File: src/rtl/imem_load_ctrl.sv
`default_nettype none
//------------------------------------------------------------------------------
// Module   : imem_load_ctrl
// Purpose  : Sequences a byte-addressed instruction memory. A host streams the
//            program image byte-by-byte, followed by one checksum byte. The
//            controller writes the image and verifies the checksum. It then
//            hands the memory read port to the core fetch path and keeps the
//            core stalled until a verified image is present.
// Revision : 1.0 - initial release
//------------------------------------------------------------------------------
// Ports
//   clk_i          rising-edge clock
//   reset_i        synchronous, active-low reset
//   ld_valid_i     host byte valid
//   ld_byte_i      host byte (program bytes little-endian, then checksum)
//   ld_last_i      current byte is the checksum byte (never written)
//   ld_ready_o     byte accepted when ld_valid_i & ld_ready_o
//   load_req_i     request a reload (honoured in RUN / ERROR)
//   pc_i           core program counter (byte address)
//   mem_addr_o     write pointer while writing, else pc_i[ADDR_W-1:0]
//   mem_we_o       memory byte write strobe
//   mem_wdata_o    memory write byte
//   mem_rdata_i    memory word {b[a+3],b[a+2],b[a+1],b[a]} (combinational)
//   instr_o        instruction presented to the core
//   core_run_o     core enabled
//   fetch_fault_o  current fetch is invalid (RUN only)
//   load_err_o     image rejected
//   prog_len_o     byte length of the verified image
//------------------------------------------------------------------------------
module imem_load_ctrl #(
  parameter int          ADDR_W = 8,
  parameter logic [31:0] NOP    = 32'h0000_0013
) (
  input  logic              clk_i,
  input  logic              reset_i,
  input  logic              ld_valid_i,
  input  logic [7:0]        ld_byte_i,
  input  logic              ld_last_i,
  output logic              ld_ready_o,
  input  logic              load_req_i,
  input  logic [31:0]       pc_i,
  output logic [ADDR_W-1:0] mem_addr_o,
  output logic              mem_we_o,
  output logic [7:0]        mem_wdata_o,
  input  logic [31:0]       mem_rdata_i,
  output logic [31:0]       instr_o,
  output logic              core_run_o,
  output logic              fetch_fault_o,
  output logic              load_err_o,
  output logic [ADDR_W:0]   prog_len_o
);

  localparam logic [1:0] S_LOAD  = 2'd0;
  localparam logic [1:0] S_CHECK = 2'd1;
  localparam logic [1:0] S_RUN   = 2'd2;
  localparam logic [1:0] S_ERROR = 2'd3;

  // Write pointer value meaning "memory completely filled".
  localparam logic [ADDR_W:0] PTR_FULL = {1'b1, {ADDR_W{1'b0}}};

  logic [1:0]        state_q,  state_d;
  logic [ADDR_W:0]   wptr_q,   wptr_d;
  logic [7:0]        sum_q,    sum_d;
  logic [ADDR_W:0]   len_q,    len_d;
  logic              we_q,     we_d;
  logic [ADDR_W-1:0] waddr_q,  waddr_d;
  logic [7:0]        wdata_q,  wdata_d;
  logic              err_q,    err_d;

  logic              w_accept;
  logic              w_check_ok;
  logic [31:0]       w_len_ext;
  logic [31:0]       w_pc_limit;
  logic              w_pc_bad;

  assign w_accept   = ld_valid_i && (state_q == S_LOAD);
  assign w_check_ok = (sum_q == 8'd0) && (wptr_q != '0) && (wptr_q[1:0] == 2'b00);

  //--------------------------------------------------------------------------
  // State register
  //--------------------------------------------------------------------------
  always_ff @(posedge clk_i) begin
    if (!reset_i) begin
      state_q <= S_LOAD;
    end else begin
      state_q <= state_d;
    end
  end

  //--------------------------------------------------------------------------
  // Next-state logic
  //--------------------------------------------------------------------------
  always_comb begin
    state_d = state_q;
    case (state_q)
      S_LOAD: begin
        if (w_accept) begin
          if (ld_last_i) begin
            state_d = S_CHECK;
          end else if (wptr_q == PTR_FULL) begin
            state_d = S_ERROR;
          end
        end
      end
      S_CHECK: begin
        state_d = w_check_ok ? S_RUN : S_ERROR;
      end
      S_RUN: begin
        if (load_req_i) begin
          state_d = S_LOAD;
        end
      end
      default: begin
        if (load_req_i) begin
          state_d = S_LOAD;
        end
      end
    endcase
  end

  //--------------------------------------------------------------------------
  // Datapath next-state: write pipeline, pointer, checksum, length, error
  //--------------------------------------------------------------------------
  always_comb begin
    wptr_d  = wptr_q;
    sum_d   = sum_q;
    len_d   = len_q;
    we_d    = 1'b0;   // write strobe lasts exactly one cycle per byte
    waddr_d = waddr_q;
    wdata_d = wdata_q;
    err_d   = err_q;
    case (state_q)
      S_LOAD: begin
        if (w_accept) begin
          if (ld_last_i) begin
            sum_d = sum_q + ld_byte_i;
          end else if (wptr_q != PTR_FULL) begin
            we_d    = 1'b1;
            waddr_d = wptr_q[ADDR_W-1:0];
            wdata_d = ld_byte_i;
            wptr_d  = wptr_q + 1'b1;
            sum_d   = sum_q + ld_byte_i;
          end else begin
            // Overflow: the byte is dropped, no write is issued.
            err_d = 1'b1;
          end
        end
      end
      S_CHECK: begin
        if (w_check_ok) begin
          len_d = wptr_q;
        end else begin
          err_d = 1'b1;
        end
      end
      default: begin
        // RUN or ERROR: a reload request restarts from an empty image.
        if (load_req_i) begin
          wptr_d = '0;
          sum_d  = 8'd0;
          len_d  = '0;
          err_d  = 1'b0;
        end
      end
    endcase
  end

  always_ff @(posedge clk_i) begin
    if (!reset_i) begin
      wptr_q  <= '0;
      sum_q   <= 8'd0;
      len_q   <= '0;
      we_q    <= 1'b0;
      waddr_q <= '0;
      wdata_q <= 8'd0;
      err_q   <= 1'b0;
    end else begin
      wptr_q  <= wptr_d;
      sum_q   <= sum_d;
      len_q   <= len_d;
      we_q    <= we_d;
      waddr_q <= waddr_d;
      wdata_q <= wdata_d;
      err_q   <= err_d;
    end
  end

  //--------------------------------------------------------------------------
  // Output logic
  //--------------------------------------------------------------------------
  // Fetch is valid only for word-aligned PCs whose whole word lies inside
  // the image. The full 32-bit PC is compared so upper bits cannot alias.
  // prog_len is at least 4 whenever RUN is reached, so no underflow there.
  assign w_len_ext  = {{(31-ADDR_W){1'b0}}, len_q};
  assign w_pc_limit = w_len_ext - 32'd4;
  assign w_pc_bad   = (pc_i[1:0] != 2'b00) || (pc_i > w_pc_limit);

  always_comb begin
    ld_ready_o    = 1'b0;
    core_run_o    = 1'b0;
    fetch_fault_o = 1'b0;
    instr_o       = NOP;
    case (state_q)
      S_LOAD: begin
        ld_ready_o = 1'b1;
      end
      S_RUN: begin
        core_run_o    = 1'b1;
        fetch_fault_o = w_pc_bad;
        instr_o       = w_pc_bad ? NOP : mem_rdata_i;
      end
      default: begin
      end
    endcase
  end

  // A pending write (only possible up to the CHECK cycle) owns the address.
  assign mem_addr_o  = we_q ? waddr_q : pc_i[ADDR_W-1:0];
  assign mem_we_o    = we_q;
  assign mem_wdata_o = wdata_q;
  assign load_err_o  = err_q;
  assign prog_len_o  = len_q;

endmodule
`default_nettype wire

File: config.mk
export PLATFORM = sky130hd
export DESIGN_NAME = imem_load_ctrl
export DESIGN_NICKNAME = d
export VERILOG_FILES = /design/src/rtl/imem_load_ctrl.sv
export SDC_FILE = /design/constraint.sdc
export NUM_CORES = 1
export LEC_CHECK = 0
export CORE_UTILIZATION = 36
export CTS_CLUSTER_DIAMETER = 80
export DETAILED_ROUTE_END_ITERATION = 10
export PLACE_DENSITY = 0.7
export SYNTH_ARGS = -nofsm -noshare
export SYNTH_HDL_FRONTEND = slang
export SYNTH_SLANG_ARGS = --single-unit
File: constraint.sdc
create_clock -name clk_i -period 9.75 [get_ports clk_i]
set_input_delay 0.975 -clock clk_i [delete_from_list [all_inputs] [get_ports clk_i]]
set_output_delay 0.975 -clock clk_i [all_outputs]
set_load 0.02 [all_outputs]
==> flow_metrics.tcl <==
set metrics [dict create \
    status "finished, final reports clean" \
    clk_latency_ns 0.30 \
    syn-num-nets 576 \
    drtIter0Drc 160 \
    worstMarginPinSlew_ns 1.27 \
    grtUsageTotal_pct 20.6 \
    die-height_um 102 \
    wl_mm 10.9 \
    wl_per_cell_um 15.4 \
    hpwl_mm 8.51 \
    ys_warn_count 0 \
    tritoncts "built" \
    n_antenna_cell 0 \
    clockRootBuffer "clkbuf_8" \
    ys_types 62 \
    p_leak_nw 1.93 \
    crit_required_ns 8.78 \
    nets 698 \
    clk_pin_slew_ns 0.08 \
    fillers 938 \
    post-route-drc-count 0 \
    setup.worst_path.class "register to primary output" \
    regToRegStartpoint "wptr_q[0]" \
    most-common-layout-cells "138 x clkdlybuf4s50_1, 80 x nand2_1, 46 x dfxtp_1" \
    core-area_mm2 0.00977 \
    syn2layout_area_growth_pct 41.9 \
    worst_slack_ns 4.11 \
    min-delay-start "mem_wdata_o[2]" \
    slew_headroom_pct 14.5 \
    cp_max_fo 33 \
    numCtsBuffers 5 \
    hp-class "register to register" \
    total_power_mw 0.527 \
    firstDrtPassIters 4 \
    setup.worst_path.start_class "register" \
    post-route-period-util_pct 57.9 \
    port_buffers 138 \
    hold_buffers 0 \
    ys_seq_area_share_pct 25.4 \
    post_cts_resized 0 \
    fp.dieW_um 102 \
    cp-end-kind "primary output" \
    async_reset_ff_share_pct 0 \
    start_util_pct 37.1 \
    final_hold_viol_count 0 \
    die_area_mm2 0.0105 \
    skew_ns 0.00579 \
    min_period_ns 5.64 \
    setup_tns_ns 0 \
    clock-sinks 46 \
    ir_worst_vdd_v 0.0000753 \
    maxCapViolations 0 \
    final_common_cell "clkdlybuf4s50_1" \
    via_per_inst 5.29 \
    vias 3764 \
    ant_nets 0 \
    rows 36 \
    cts.htree.levels 2 \
    cp.arrival_ns 4.67 \
    cts_buffer_depth 2 \
    ys_ff_latch 46 \
    clock.fmax_mhz 177 \
    grt_pass1_vias 3575 \
    syn_area_mm2 0.00362 \
    grt_max_degree 44 \
    instances_no_fill 711 \
    drive_gt1_share_pct 5.02 \
    gr-total-overflow 0 \
    io_pins 139 \
    grt_pass1_wl_mm 17.1 \
    synthCells 456 \
    synth-edff-count 0 \
    gp_congestion 0.833 \
    ys.flop_type "dfxtp_1" \
    avgSynthCellArea_um2 7.94 \
    rsz0062_at_grt "no" \
    setup_viol 0 \
    cts_setup_buffers 0 \
    dp_cells 704 \
    grt_antenna_before_repair 0 \
    slew_viol_final 0 \
    dpl_worst_slack_ns 4.45 \
    power.density_mw_per_mm2 103 \
    setup.worst_path.start "prog_len_o[2]" \
]
registers in the layout (all words and copies together) (netlist names):
signal       cells
prog_len_o       9
wptr_q           9
mem_wdata_o      8
sum_q            8
waddr_q          8
state_q          2
load_err_o       1
mem_we_o         1
cells by family (layout without fill, tap and decap cells):
family	count (synthesis)	after routing	synth area share, %
multiplexers	7	7	2.18
buffers and inverters	37	159	4.63
XOR/XNOR	13	13	3.14
AO/OA/AOI/OAI	103	103	19.7
AND/OR/NAND/NOR	207	207	29.9
adder cells (fa/ha/maj)	43	43	15.1
flip-flops	46	46	25.4
worst max-delay path, cell delays in order, from the launching register on:
cell and delay (ns):
dfxtp_1 0.35, nor3_1 0.30, nand2_1 0.12, or3_1 0.68
ha_1 0.48, nand4_2 0.15, or4_4 0.57, o21bai_1 0.20
a31oi_4 0.67, o41a_1 0.21, clkdlybuf4s50_1 0.60
path summary, 6_finish.rpt:
check | slack (ns) | depth (start not counted) | end
max reg2reg | 7.19 | 7 | state_q[1]
min reg2reg | 0.46 | 2 | mem_wdata_o[2]
max | 4.11 | 10 | fetch_fault_o
min | 0.46 | 2 | mem_wdata_o[2]
Yosys cell counts (3+ instances only):
master	count	share of area, %
a21boi_1	10	2.1
mux2_2	7	2.2
nand3_1	8	1.1
nand3b_1	3	0.62
nor2b_1	5	0.86
o21ai_0	22	3.0
nor2_1	18	1.9
o211ai_1	5	1.0
ha_1	42	15
nand2b_1	4	0.69
buf_4	3	0.62
nand4_1	19	3.3
xor2_1	7	1.7
a22oi_1	3	0.62
and3_1	3	0.52
clkbuf_1	12	1.2
a21boi_0	20	4.1
nor3_1	36	5.0
buf_2	8	1.1
xnor2_1	6	1.5
inv_1	11	1.1
or3_1	8	1.4
and2_1	3	0.52
or4_1	3	0.62
a21oi_1	20	2.8
nand2_1	80	8.3
dfxtp_1	46	25
metal layers:
| metal | up-vias | part of all wire [%] | track usage, % |
|---|---|---|---|
| met1 | 1739 | 43 | 25.4 |
| met5 | - | 0 | 0 |
| met2 | 112 | 49 | 36.8 |
| li1 | 1896 | - | - |
| met4 | 0 | 1.6 | 6.04 |
| met3 | 17 | 6.3 | 3.21 |
final cells by class:
class	count	area, µm²	share of cell area (%)
clock buffers	5	68.8	1.34
flip-flops and latches	46	921	17.9
well taps	133	166	3.24
repair buffers	140	1400	27.2
clock inverters	2	10.0	0.195
inverters	12	45.0	0.876
multi-input cells	373	2530	49.3
power by group:
group | leakage, nW | internal, mW | switching [mW] | total, mW
Combinational | 1.51 | 0.0952 | 0.104 | 0.200
Sequential | 0.373 | 0.200 | 0.0156 | 0.215
Clock | 0.0438 | 0.0482 | 0.0640 | 0.112
Total | 1.93 | 0.343 | 0.184 | 0.527
metrics by stage:
| step | utilization (%) | hold WS [ns] | area [µm²] |
|---|---|---|---|
| 2_1_floorplan | - | 0.432 | 3620 |
| 3_3_place_gp | 51.8 | 0.443 | 5060 |
| 3_5_place_dp | 51.8 | 0.448 | 5060 |
| 4_1_cts | 52.6 | 0.459 | 5140 |
| 5_1_grt | 52.6 | 0.482 | 5140 |
| 6_report | 52.6 | 0.459 | 5140 |
Note: power is estimated with default switching activity, not from simulation.
==> edit, RTL diff (config.mk and constraints unchanged) <==
Make the reset (`reset_i`) asynchronous in 2 clocked blocks. Comments in the files are not updated.
--- a/src/rtl/imem_load_ctrl.sv
+++ b/src/rtl/imem_load_ctrl.sv
@@ -81,3 +81,3 @@
   //--------------------------------------------------------------------------
-  always_ff @(posedge clk_i) begin
+  always_ff @(posedge clk_i or negedge reset_i) begin
     if (!reset_i) begin
@@ -167,3 +167,3 @@
 
-  always_ff @(posedge clk_i) begin
+  always_ff @(posedge clk_i or negedge reset_i) begin
     if (!reset_i) begin
Formal check against the unedited RTL: differs if reset_i is asserted again (counterexample within 4 cycles, from zero or initial values and one cycle with reset_i low); with reset_i held inactive, the same outputs for 4 cycles.
==> edit against the unedited design <==
- cell area fell by 3.7%
- sequential cell count did not move
- area after synthesis fell by 7.0%
- synthesized cell count fell by 21%
- wire length fell by 13%
- critical path depth did not move
- count of clock-buffer cells in the layout did not move
- setup slack got worse by 0.96 ns
Power is not compared: it rests on default switching activity, and its combinational part moved more than twofold at a synthesized area within 25%.
==> edit: results (changes against the unedited design) <==
* Vias in the first global route at 3007 (-16%)
* HP Start: mem_wdata_o[3]
* Routability cong. at 0.849 (+2.0%)
* Worst Tran Pin Value at 1.12 ns (-0.154 ns)
* Largest stage delay, worst path at 0.81 ns (+0.13 ns)
* End of the worst register-to-register path: sum_q[7]
* CTS Buf Count at 5 (unchanged)
* All-Layer GR Usage at 19.5% (-1.1 points)
* Setup Skew at 0.0113 ns (+0.00548 ns)
* Arrival @ worst endpoint at 5.63 ns (+0.96 ns)
* Top cells by count, synth: 49 x nand2_1, 46 x dfrtp_1, 42 x ha_1
* Syn Area/Cell at 9.31 um^2 (+17%)
* Ratio of cells with drive above 1 in the final layout at 5.63% (+0.62 points)
* Final HPWL DP at 7800 um (-8.3%)
* Final Critical Period at 6.60 ns (+0.959 ns)
* WHS Endpoint: mem_wdata_o[3]
* Largest net degree at the start of global routing at 47 (+6.8%)
* Cells on worst reg2reg path at 8 (+1)
* Register area share after synthesis at 34.2% (+8.7 points)
* Worst slack at placement at 3.49 ns (-0.967 ns)
* Placed Instances at 597 (-15%)
* WL/cell at 15.7 um (+1.9%)
* First-pass GRT wire length at 15000 um (-12%)
* Top cells by area, synth: dfrtp_1 34%, ha_1 16%, and2_1 5.8%, nand2_1 5.5%, mux2_2 4.7%
* Top fanout value on the critical path at 32 (-3.0%)
* Reg2reg start: wptr_q[0]
* Status: finished, final reports clean
* Final Non-Filler Cells at 605 (-15%)
* Post-synth ARST share at 100% (+100 points)
* Routed vias/inst at 5.19 (-2.1%)
* Crit path max-delay cell type: nand3_1
* Flop2flop setup slack at 6.66 ns (-0.53 ns)
* Yosys cell types at 47 (-24%)
* Initial DRC Count at 89 (-44%)
==> edit: worst max-delay path by stage <==
stage,depth (start not counted),startpoint,end
2_1_floorplan,10,prog_len_o[7],instr_o[10]
3_3_place_gp,10,prog_len_o[7],instr_o[3]
3_5_place_dp,10,prog_len_o[7],instr_o[3]
4_1_cts,10,prog_len_o[7],instr_o[3]
5_1_grt,10,prog_len_o[7],instr_o[27]
6_report,10,prog_len_o[7],instr_o[3]
==> edit: metal layers <==
metal  vias to the layer above  GRT usage, %  routed length [um]
met2                       114          37.4                4930
li1                       1554             -                   -
met1                      1458          21.5                3760
met5                         -             0                   0
met3                        11          4.40                 649
met4                         0          4.71                 161
==> edit: logic make-up after synthesis <==
family,synth area share [%]
muxes,7.35
and+or+nand+nor,22.1
buffers and inverters,3.34
DFF,34.2
xor gates and xnor gates,4.68
adders and majority gates,16.2
AOI/OAI and AO/OA,12.2
==> edit: worst register-to-register path, cell delays in order, from the launching register on <==
cell and delay (ns):
dfrtp_1 0.49, inv_1 0.11, ha_1 0.18, nor4bb_1 0.39, nand2_1 0.17, o31ai_1 0.93, nor2_1 0.38, a21oi_1 0.23
o22ai_1 0.10
==> edit: final cells by class <==
type	count	area, um^2
clock inverters	3	45.0
well taps	108	135
repair buffers	138	1380
multi-input cells	287	2110
clock buffers	5	68.8
flip-flops and latches	46	1150
fillers	822	3940
inverters	18	67.6
==> edit: where the power goes <==
group	total [uW]	leakage [uW]	internal (uW)	switching (uW)
registers	295	0.000613	243	51.3
logic	569	0.00157	273	296
clock network	143	0.0000504	76.3	66.9
==> edit: through the flow <==
step                cell area [um^2]  hold slack (ns)  power, uW
finish                          4950            0.477       1010
global route                    4950            0.509       1080
CTS                             4950            0.484       1010
detailed placement              4840            0.463        868
global placement                4840            0.463        851
floorplan                       3370            0.444        656
